$ cat src/rtl/pll_lock_reset_if.sv
// pll_lock_reset_if: lock/reset control and status bundle between the PLL reset sequencer and its user
interface pll_lock_reset_if;
  logic       locked_i;
  logic       sw_reset_i;
  logic       clear_i;
  logic       rst_n_o;
  logic       ready_o;
  logic       lock_lost_o;
  logic [7:0] loss_count_o;
  modport master (
    output locked_i, sw_reset_i, clear_i,
    input  rst_n_o, ready_o, lock_lost_o, loss_count_o
  );
  modport slave (
    input  locked_i, sw_reset_i, clear_i,
    output rst_n_o, ready_o, lock_lost_o, loss_count_o
  );
endinterface

$ cat src/rtl/pll_lock_reset.sv
// pll_lock_reset: qualifies PLL lock, sequences the downstream reset and tracks lock losses
module pll_lock_reset #(
  parameter int unsigned LOCK_STABLE_CYCLES = 1024,
  parameter int unsigned RESET_HOLD_CYCLES  = 16
) (
  input logic             clk,
  input logic             resetn,
  pll_lock_reset_if.slave bus
);
  localparam logic [1:0] WAIT_LOCK = 2'd0;
  localparam logic [1:0] STABLE    = 2'd1;
  localparam logic [1:0] HOLD      = 2'd2;
  localparam logic [1:0] RUN       = 2'd3;
  localparam logic [15:0] STABLE_LAST = 16'(LOCK_STABLE_CYCLES - 1);
  localparam logic [15:0] HOLD_LAST   = 16'(RESET_HOLD_CYCLES - 1);
  logic        sync_q, lock_s_q;
  logic [1:0]  state_q, state_d;
  logic [15:0] cnt_q, cnt_d;
  logic        rst_n_q;
  logic        lost_q, lost_d;
  logic [7:0]  loss_cnt_q, loss_cnt_d;
  logic        loss;
  // two-flop synchronizer for the asynchronous lock flag
  always_ff @(posedge clk or negedge resetn)
    if (!resetn) {sync_q, lock_s_q} <= 2'b00;
    else {sync_q, lock_s_q} <= {bus.locked_i, sync_q};
  // lock qualification and reset hold sequencing; any lock drop restarts from WAIT_LOCK
  always_comb begin
    state_d = state_q;
    cnt_d   = cnt_q;
    case (state_q)
      WAIT_LOCK: begin
        cnt_d = '0;
        if (lock_s_q) state_d = STABLE;
      end
      STABLE: begin
        if (!lock_s_q) begin
          state_d = WAIT_LOCK;
          cnt_d   = '0;
        end else if (cnt_q == STABLE_LAST) begin
          state_d = HOLD;
          cnt_d   = '0;
        end else cnt_d = cnt_q + 16'd1;
      end
      HOLD: begin
        if (!lock_s_q) begin
          state_d = WAIT_LOCK;
          cnt_d   = '0;
        end else if (cnt_q == HOLD_LAST) begin
          state_d = RUN;
          cnt_d   = '0;
        end else cnt_d = cnt_q + 16'd1;
      end
      default: begin
        cnt_d = '0;
        if (!lock_s_q) state_d = WAIT_LOCK;
        else if (bus.sw_reset_i) state_d = HOLD;
      end
    endcase
  end
  // a loss is a lock drop seen while running; clear still lets a coincident loss register
  always_comb begin
    loss       = (state_q == RUN) && !lock_s_q;
    loss_cnt_d = bus.clear_i ? {7'd0, loss} : loss_cnt_q + {7'd0, loss && (loss_cnt_q != 8'hff)};
    lost_d     = loss | (lost_q & ~bus.clear_i);
  end
  // state, counters and the registered system reset, which is high exactly in RUN
  always_ff @(posedge clk or negedge resetn)
    if (!resetn) begin
      state_q    <= WAIT_LOCK;
      cnt_q      <= '0;
      rst_n_q    <= 1'b0;
      lost_q     <= 1'b0;
      loss_cnt_q <= '0;
    end else begin
      state_q    <= state_d;
      cnt_q      <= cnt_d;
      rst_n_q    <= (state_d == RUN);
      lost_q     <= lost_d;
      loss_cnt_q <= loss_cnt_d;
    end
  assign bus.rst_n_o      = rst_n_q;
  assign bus.ready_o      = rst_n_q;
  assign bus.lock_lost_o  = lost_q;
  assign bus.loss_count_o = loss_cnt_q;
endmodule
$ cat src/flat_wrapper.sv
// flat-port wrapper written by rule: the top's interface ports become plain ports
module pll_lock_reset_flat 
#(
  parameter int unsigned LOCK_STABLE_CYCLES = 1024,
  parameter int unsigned RESET_HOLD_CYCLES  = 16
)
  (clk, resetn, bus_locked_i, bus_sw_reset_i, bus_clear_i, bus_rst_n_o, bus_ready_o, bus_lock_lost_o, bus_loss_count_o);
  pll_lock_reset_if bus_i ();
  input logic clk;
  input logic resetn;
  input wire logic [$bits(bus_i.locked_i)-1:0] bus_locked_i;
  input wire logic [$bits(bus_i.sw_reset_i)-1:0] bus_sw_reset_i;
  input wire logic [$bits(bus_i.clear_i)-1:0] bus_clear_i;
  output wire logic [$bits(bus_i.rst_n_o)-1:0] bus_rst_n_o;
  output wire logic [$bits(bus_i.ready_o)-1:0] bus_ready_o;
  output wire logic [$bits(bus_i.lock_lost_o)-1:0] bus_lock_lost_o;
  output wire logic [$bits(bus_i.loss_count_o)-1:0] bus_loss_count_o;
  assign bus_i.locked_i = bus_locked_i;
  assign bus_i.sw_reset_i = bus_sw_reset_i;
  assign bus_i.clear_i = bus_clear_i;
  assign bus_rst_n_o = bus_i.rst_n_o;
  assign bus_ready_o = bus_i.ready_o;
  assign bus_lock_lost_o = bus_i.lock_lost_o;
  assign bus_loss_count_o = bus_i.loss_count_o;
  pll_lock_reset #(.LOCK_STABLE_CYCLES(LOCK_STABLE_CYCLES), .RESET_HOLD_CYCLES(RESET_HOLD_CYCLES)) u_core (.clk(clk), .resetn(resetn), .bus(bus_i));
endmodule
$ cat config.mk
export PLATFORM = sky130hd
export DESIGN_NAME = pll_lock_reset_flat
export DESIGN_NICKNAME = d
export VERILOG_FILES = /design/src/rtl/pll_lock_reset_if.sv /design/src/rtl/pll_lock_reset.sv /design/src/flat_wrapper.sv
export SDC_FILE = /design/constraint.sdc
export NUM_CORES = 1
export LEC_CHECK = 0
export BUFFER_PORTS_ARGS = -buffer_cell sky130_fd_sc_hd__buf_2
export CAP_MARGIN = 20
export CORE_MARGIN = 2
export CORE_UTILIZATION = 30
export DETAILED_ROUTE_END_ITERATION = 8
export GPL_ROUTABILITY_DRIVEN = 0
export SLEW_MARGIN = 5
export SYNTH_ARGS = -nofsm -noshare
export SYNTH_HDL_FRONTEND = slang
export SYNTH_SLANG_ARGS = --single-unit
export TNS_END_PERCENT = 50
$ cat constraint.sdc
create_clock -name clk -period 2.1 [get_ports clk]
set_input_delay 0.105 -clock clk [delete_from_list [all_inputs] [get_ports clk]]
set_output_delay 0.105 -clock clk [all_outputs]
set_load 0.01 [all_outputs]
==> results.yml, run 1 <==
status:
  status: "finished, final reports clean"
drt:
  dr.pass1.iters: 4
  vias_per_cell: 4.55
  wire_per_inst_um: 11.3
  ant_nets: 0
  vias: 1134
  drc: 0
  wl_um: 2810
  drtIter0Drc: 20
sta:
  hold_viol: 0
  fmax_mhz: 514
  finalSetupViolations: 0
  timing.final.crit_period_ns: 1.95
  worst_slew_pin_slew_ns: 0.653
  fin_hold_ws_ns: 0.105
  postLayoutSetupSlackWorst_ns: 0.154
  clock_skew_ns: 0.00349
  slew_viol_final: 0
  slew-limit-headroom: 0.565
  min_period_over_period: 0.927
critical_path:
  cp.required_ns: 2.27
  crit_path_max_fanout: 5
  worst_setup_path_start_kind: "flop"
  crit_arrival_ns: 2.12
  end_kind: "flop"
  crit_type: "flop to flop"
synth:
  ys_types: 33
  syn_inst: 157
  syn_area_per_cell_um2: 9.99
  syn_nets: 170
  yosysWarnings: 0
  yosysTopAreaCell: "dfrtp_1"
  yosysSeqAreaShare: 0.479
  synth-edff-count: 0
  synth_common_cells: "30 x dfrtp_1, 29 x nor2_1, 12 x xor2_1, 11 x nand3_1, 10 x nand2_1"
  ys_seq_elements: 30
  synth.most_common_cell: "dfrtp_1"
  ys.flop_type: "dfrtp_1"
  synth_area_leaders: "dfrtp_1 48%, nor2_1 6.9%, xor2_1 6.7%, ha_1 6.4%, xnor2_1 4.5%"
  yosys.area.top_type_share: 0.479
  synthesis.area_um2: 1570
  async_flop_share: 1.00
cts:
  clock-sinks: 30
  cts_htree_levels: 2
  clock_latency_ns: 0.28
  root_buffer: "clkbuf_8"
  cts-buffers-inserted: 5
  clockBufferDepth: 2
  cts_tree: "yes"
  cts.clk_slew.worst_paths_ns: 0.06
  cts_setup_buffers: 0
floorplanning:
  fp.coreArea_um2: 5070
  die_width_um: 76.3
  ios: 16
  initial_core_util: 0.309
  dieArea_um2: 5820
  die_y_um: 76.3
  rows: 26
final_layout:
  fin_nets: 191
  drive_gt1_frac: 0.162
  n_antenna_cell: 0
  area_growth_pct: 16.2
  final_util: 0.359
global_route:
  grt_max_degree: 31
  grt_pass1_wl_um: 5260
  gr-total-overflow: 0
  grt_use_total: 0.113
  antenna_found_initial: 0
  first_global_vias: 1178
power_and_ir_drop:
  leakage_nw: 0.825
  ir_worst_vdd_mv: 0.281
  p_per_area_nw_per_um2: 845
run:
  drv_cap: 0
placement:
  pre_cts_slack_ns: 0.188
  portBuffers: 15
  hpwl_um: 1970
min_path:
  worstHoldPathType: "input port to flop"
[layout by cell type (no fill, tap or decap), drive strengths merged]
cell / count
dfrtp: 30
nor2: 29
buf: 15
xor2: 12
nand3: 11
nand2: 10
xnor2: 8
inv: 8
o21ai: 8
ha: 8
clkbuf: 7
and3: 4
and4: 4
nor4: 3
nand4: 2
nor2b: 2
a21oi: 2
o21a: 2
dlygate4sd3: 2
nand2b: 1
a21o: 1
and2: 1
a32oi: 1
o41ai: 1
or2: 1
nor3: 1
a211oi: 1
a2bb2oi: 1
a41oi: 1
mux2i: 1
clkinv: 1
[area by class of cell]
class,instances,area [µm²]
Clock buffer,7,86.3
Clock inverter,1,5.00
Fill cell,519,3250
Inverter,8,30.0
Multi-Input combinational cell,116,767
Sequential cell,30,751
Tap cell,70,87.6
Timing Repair Buffer,17,95.1
[report_power, final]
part	leakage, nW	total, W	internal (W)	switching (W)
logic	0.367	0.000369	0.000157	0.000212
clock network	0.0482	0.000480	0.000264	0.000216
registers	0.410	0.000691	0.000628	0.0000634
total	0.825	0.00154	0.00105	0.000492
[flip-flops by register name, summed over array words and instances (netlist names)]
signal and count:
u_core.lock_s_q 1, u_core.state_q 2, u_core.bus.ready_o 1, u_core.cnt_q 16
u_core.bus.loss_count_o 8, u_core.bus.lock_lost_o 1, u_core.sync_q 1
[cell families after synthesis]
group	Yosys count	synth area share
buffers and inverters	11	0.0335
muxes	1	0.00638
AOI/OAI and AO/OA	18	0.0846
and+or+nand+nor	69	0.221
xor gates and xnor gates	20	0.112
DFF	30	0.479
adders and majority gates	8	0.0638
[through the flow]
step | total power, W | cell area [µm²] | setup TNS [ns] | std cells
floorplan | 0.000983 | 1570 | 0 | 157
global placement | 0.00107 | 1710 | 0 | 239
detailed placement | 0.00107 | 1710 | 0 | 239
CTS | 0.00156 | 1820 | 0 | 249
global route | 0.00166 | 1820 | -0.00415 | 249
finish | 0.00154 | 1820 | 0 | 249
[worst paths after layout]
path | slack, ns | from | depth (start not counted) | endpoint
max | 0.15 | u_core.bus.loss_count_o[2]$_DFF_PN0_ | 8 | u_core.bus.loss_count_o[4]$_DFF_PN0_
min | 0.10 | bus_clear_i | 2 | u_core.bus.loss_count_o[6]$_DFF_PN0_
max reg2reg | 0.15 | u_core.bus.loss_count_o[2]$_DFF_PN0_ | 8 | u_core.bus.loss_count_o[4]$_DFF_PN0_
min reg2reg | 0.38 | u_core.sync_q$_DFF_PN0_ | 0 | u_core.lock_s_q$_DFF_PN0_
max in group asynchronous | 1.30 | resetn | 2 | u_core.cnt_q[1]$_DFF_PN0_
min in group asynchronous | 0.38 | resetn | 2 | u_core.bus.loss_count_o[4]$_DFF_PN0_
[per-layer routing]
| layer | up-vias | part of all wire | GRT usage |
|---|---|---|---|
| met4 | 0 | 0.021 | 0.0600 |
| met5 | - | 0 | 0 |
| met3 | 5 | 0.044 | 0.0355 |
| met1 | 539 | 0.49 | 0.139 |
| li1 | 570 | - | - |
| met2 | 20 | 0.44 | 0.175 |
[critical path, cell delays in order (launching register included)]
cell     delay (ns)
dfrtp_1        0.42
and3_1         0.22
and3_1         0.21
a41oi_1        0.24
ha_2           0.25
ha_1           0.20
nand3_1        0.10
xor2_1         0.14
nor2_1         0.05
[repair_timing]
action / in CTS / in global routing
endpoints found under the hold margin: 31 / 0
setup endpoints to repair: 0 / 1
hold buffers: 2 / 0
gates resized for setup: 0 / 1
Note: power is estimated with default switching activity, not from simulation.
==> run 2: changes to the inputs <==
CTS_BUF_LIST = sky130_fd_sc_hd__clkbuf_8   (was not set)
==> run 2 against run 1 <==
Clock skew barely moved. First-iteration DRC count unchanged. Critical path depth unchanged. Wire length about the same. Register-to-register slack is essentially flat. Via count decreased by 0.18%. Die area did not move. Final cell count is the same. Critical path type unchanged. Critical endpoint unchanged. Largest cell class unchanged.
==> results.yml, run 2 (same netlist as run 1, synthesis figures left out) <==
critical_path:
  r2r_setup_slack_ns: 0.15
  cp.required_ns: 2.27
  end_kind: "flop"
  timing.rr.start: "u_core.bus.loss_count_o[2]$_DFF_PN0_"
  worst_setup_path_start_kind: "flop"
  crit_type: "flop to flop"
  r2r_end: "u_core.bus.loss_count_o[4]$_DFF_PN0_"
  reg2reg_depth: 8
  crit_arrival_ns: 2.12
  crit_path_max_fanout: 5
sta:
  finalSetupViolations: 0
  slew-limit-headroom: 0.565
  fmax_mhz: 514
  worst_slew_pin_slew_ns: 0.653
  clock_skew_ns: 0.00349
  timing.final.crit_period_ns: 1.95
  postLayoutSetupSlackWorst_ns: 0.154
  min_period_over_period: 0.927
  hold_viol: 0
  slew_viol_final: 0
drt:
  vias_per_cell: 4.55
  wire_per_inst_um: 11.3
  wl_um: 2810
  drc: 0
  ant_nets: 0
  dr.pass1.iters: 4
  vias: 1132
  drtIter0Drc: 20
min_path:
  worstHoldPathType: "input port to flop"
  hold_path.startpoint: "bus_clear_i"
  min_to: "u_core.bus.loss_count_o[6]$_DFF_PN0_"
  hold_depth: 2
final_layout:
  fillers: 519
  final_common_cell: "dfrtp_1"
  drive_gt1_frac: 0.162
  n_antenna_cell: 0
  final_cell_mix: "30 x dfrtp_1, 29 x nor2_1, 15 x buf_2"
  instances_no_fill: 249
  largest_register_ff_count: 16
  fin_nets: 191
  regMostFlops: "u_core.cnt_q"
  area_growth_pct: 16.2
cts:
  cts_htree_levels: 2
  cts-buffers-inserted: 5
  cts.clk_slew.worst_paths_ns: 0.06
  cts_tree: "yes"
  clockBufferDepth: 2
  clock_latency_ns: 0.28
  clock-sinks: 30
  root_buffer: "clkbuf_8"
  cts_setup_buffers: 0
global_route:
  antenna_found_initial: 0
  grt_use_total: 0.113
  gr-total-overflow: 0
  grt_max_degree: 31
  grt_pass1_wl_um: 5260
  first_global_vias: 1178
placement:
  portBuffers: 15
  pre_cts_slack_ns: 0.188
  dp_cells: 239
  hpwl_um: 1970
power_and_ir_drop:
  combPwrFrac: 0.240
  p_int_w: 0.00104
  sw_frac_of_total: 0.321
  leakage_nw: 0.829
  p_seq_frac: 0.450
  pwr-share-clk: 0.310
  p_per_area_nw_per_um2: 843
  ir_worst_vdd_mv: 0.281
  p_sw_w: 0.000493
status:
  status: "finished, final reports clean"
floorplanning:
  dieArea_um2: 5820
  die_width_um: 76.3
  initial_core_util: 0.309
  ios: 16
  die_y_um: 76.3
  rows: 26
  fp.coreArea_um2: 5070
run:
  drv_cap: 0
==> run 2: per-layer routing <==
layer | part of all wire | track usage | routed length (µm) | vias to the layer above
li1 | - | - | - | 570
met3 | 0.044 | 0.0355 | 124 | 5
met5 | 0 | 0 | 0 | -
met4 | 0.021 | 0.0600 | 59 | 0
met2 | 0.45 | 0.175 | 1250 | 20
met1 | 0.49 | 0.139 | 1380 | 537
==> run 2: metrics by stage <==
| step | util | hold slack, ns | setup TNS (ns) | instance area (µm²) | total power [W] |
|---|---|---|---|---|---|
| 6_report | 0.359 | 0.105 | 0 | 1820 | 0.00154 |
| 5_1_grt | 0.359 | 0.106 | -0.00415 | 1820 | 0.00165 |
| 4_1_cts | 0.358 | 0.102 | 0 | 1820 | 0.00156 |
| 3_5_place_dp | 0.337 | 0.182 | 0 | 1710 | 0.00107 |
| 3_3_place_gp | 0.337 | 0.176 | 0 | 1710 | 0.00107 |
| 2_1_floorplan | - | -0.191 | 0 | 1570 | 0.000983 |
==> run 2: worst max-delay path: stages, from the launching register on <==
cell	delay, ns
dfrtp_1	0.42
and3_1	0.22
and3_1	0.21
a41oi_1	0.24
ha_2	0.25
ha_1	0.20
nand3_1	0.10
xor2_1	0.14
nor2_1	0.05
==> run 2: worst max path at each step <==
| stage | from | depth (start not counted) | end |
|---|---|---|---|
| after floorplan | u_core.bus.loss_count_o[3]$_DFF_PN0_ | 8 | u_core.bus.loss_count_o[4]$_DFF_PN0_ |
| after global placement | u_core.bus.loss_count_o[3]$_DFF_PN0_ | 8 | u_core.bus.loss_count_o[4]$_DFF_PN0_ |
| after detailed placement | u_core.bus.loss_count_o[2]$_DFF_PN0_ | 8 | u_core.bus.loss_count_o[4]$_DFF_PN0_ |
| after CTS | u_core.bus.loss_count_o[2]$_DFF_PN0_ | 8 | u_core.bus.loss_count_o[4]$_DFF_PN0_ |
| after global routing | u_core.bus.loss_count_o[2]$_DFF_PN0_ | 8 | u_core.bus.loss_count_o[6]$_DFF_PN0_ |
| final | u_core.bus.loss_count_o[2]$_DFF_PN0_ | 8 | u_core.bus.loss_count_o[4]$_DFF_PN0_ |
==> run 2: cell type report <==
type	instances	area, µm²	area share
well taps	70	87.6	0.0481
inverters	8	30.0	0.0165
repair buffers	17	95.1	0.0522
multi-input cells	116	767	0.421
clock buffers	6	82.6	0.0453
flip-flops and latches	30	751	0.412
clock inverters	2	8.76	0.00481
==> run 2: repair_timing <==
item	in CTS	in global routing
endpoints found under the hold margin	31	0
resized for setup	0	1
setup endpoints to repair	0	1
hold buffers	2	0
==> run 2: power groups by stage <==
stage	logic [W]	clock network [W]	registers, W
CTS	0.000374	0.000493	0.000690
global route	0.000428	0.000523	0.000700
finish	0.000369	0.000476	0.000691
global placement	0.000366	0	0.000701
detailed placement	0.000370	0	0.000701
floorplan	0.000287	0	0.000697
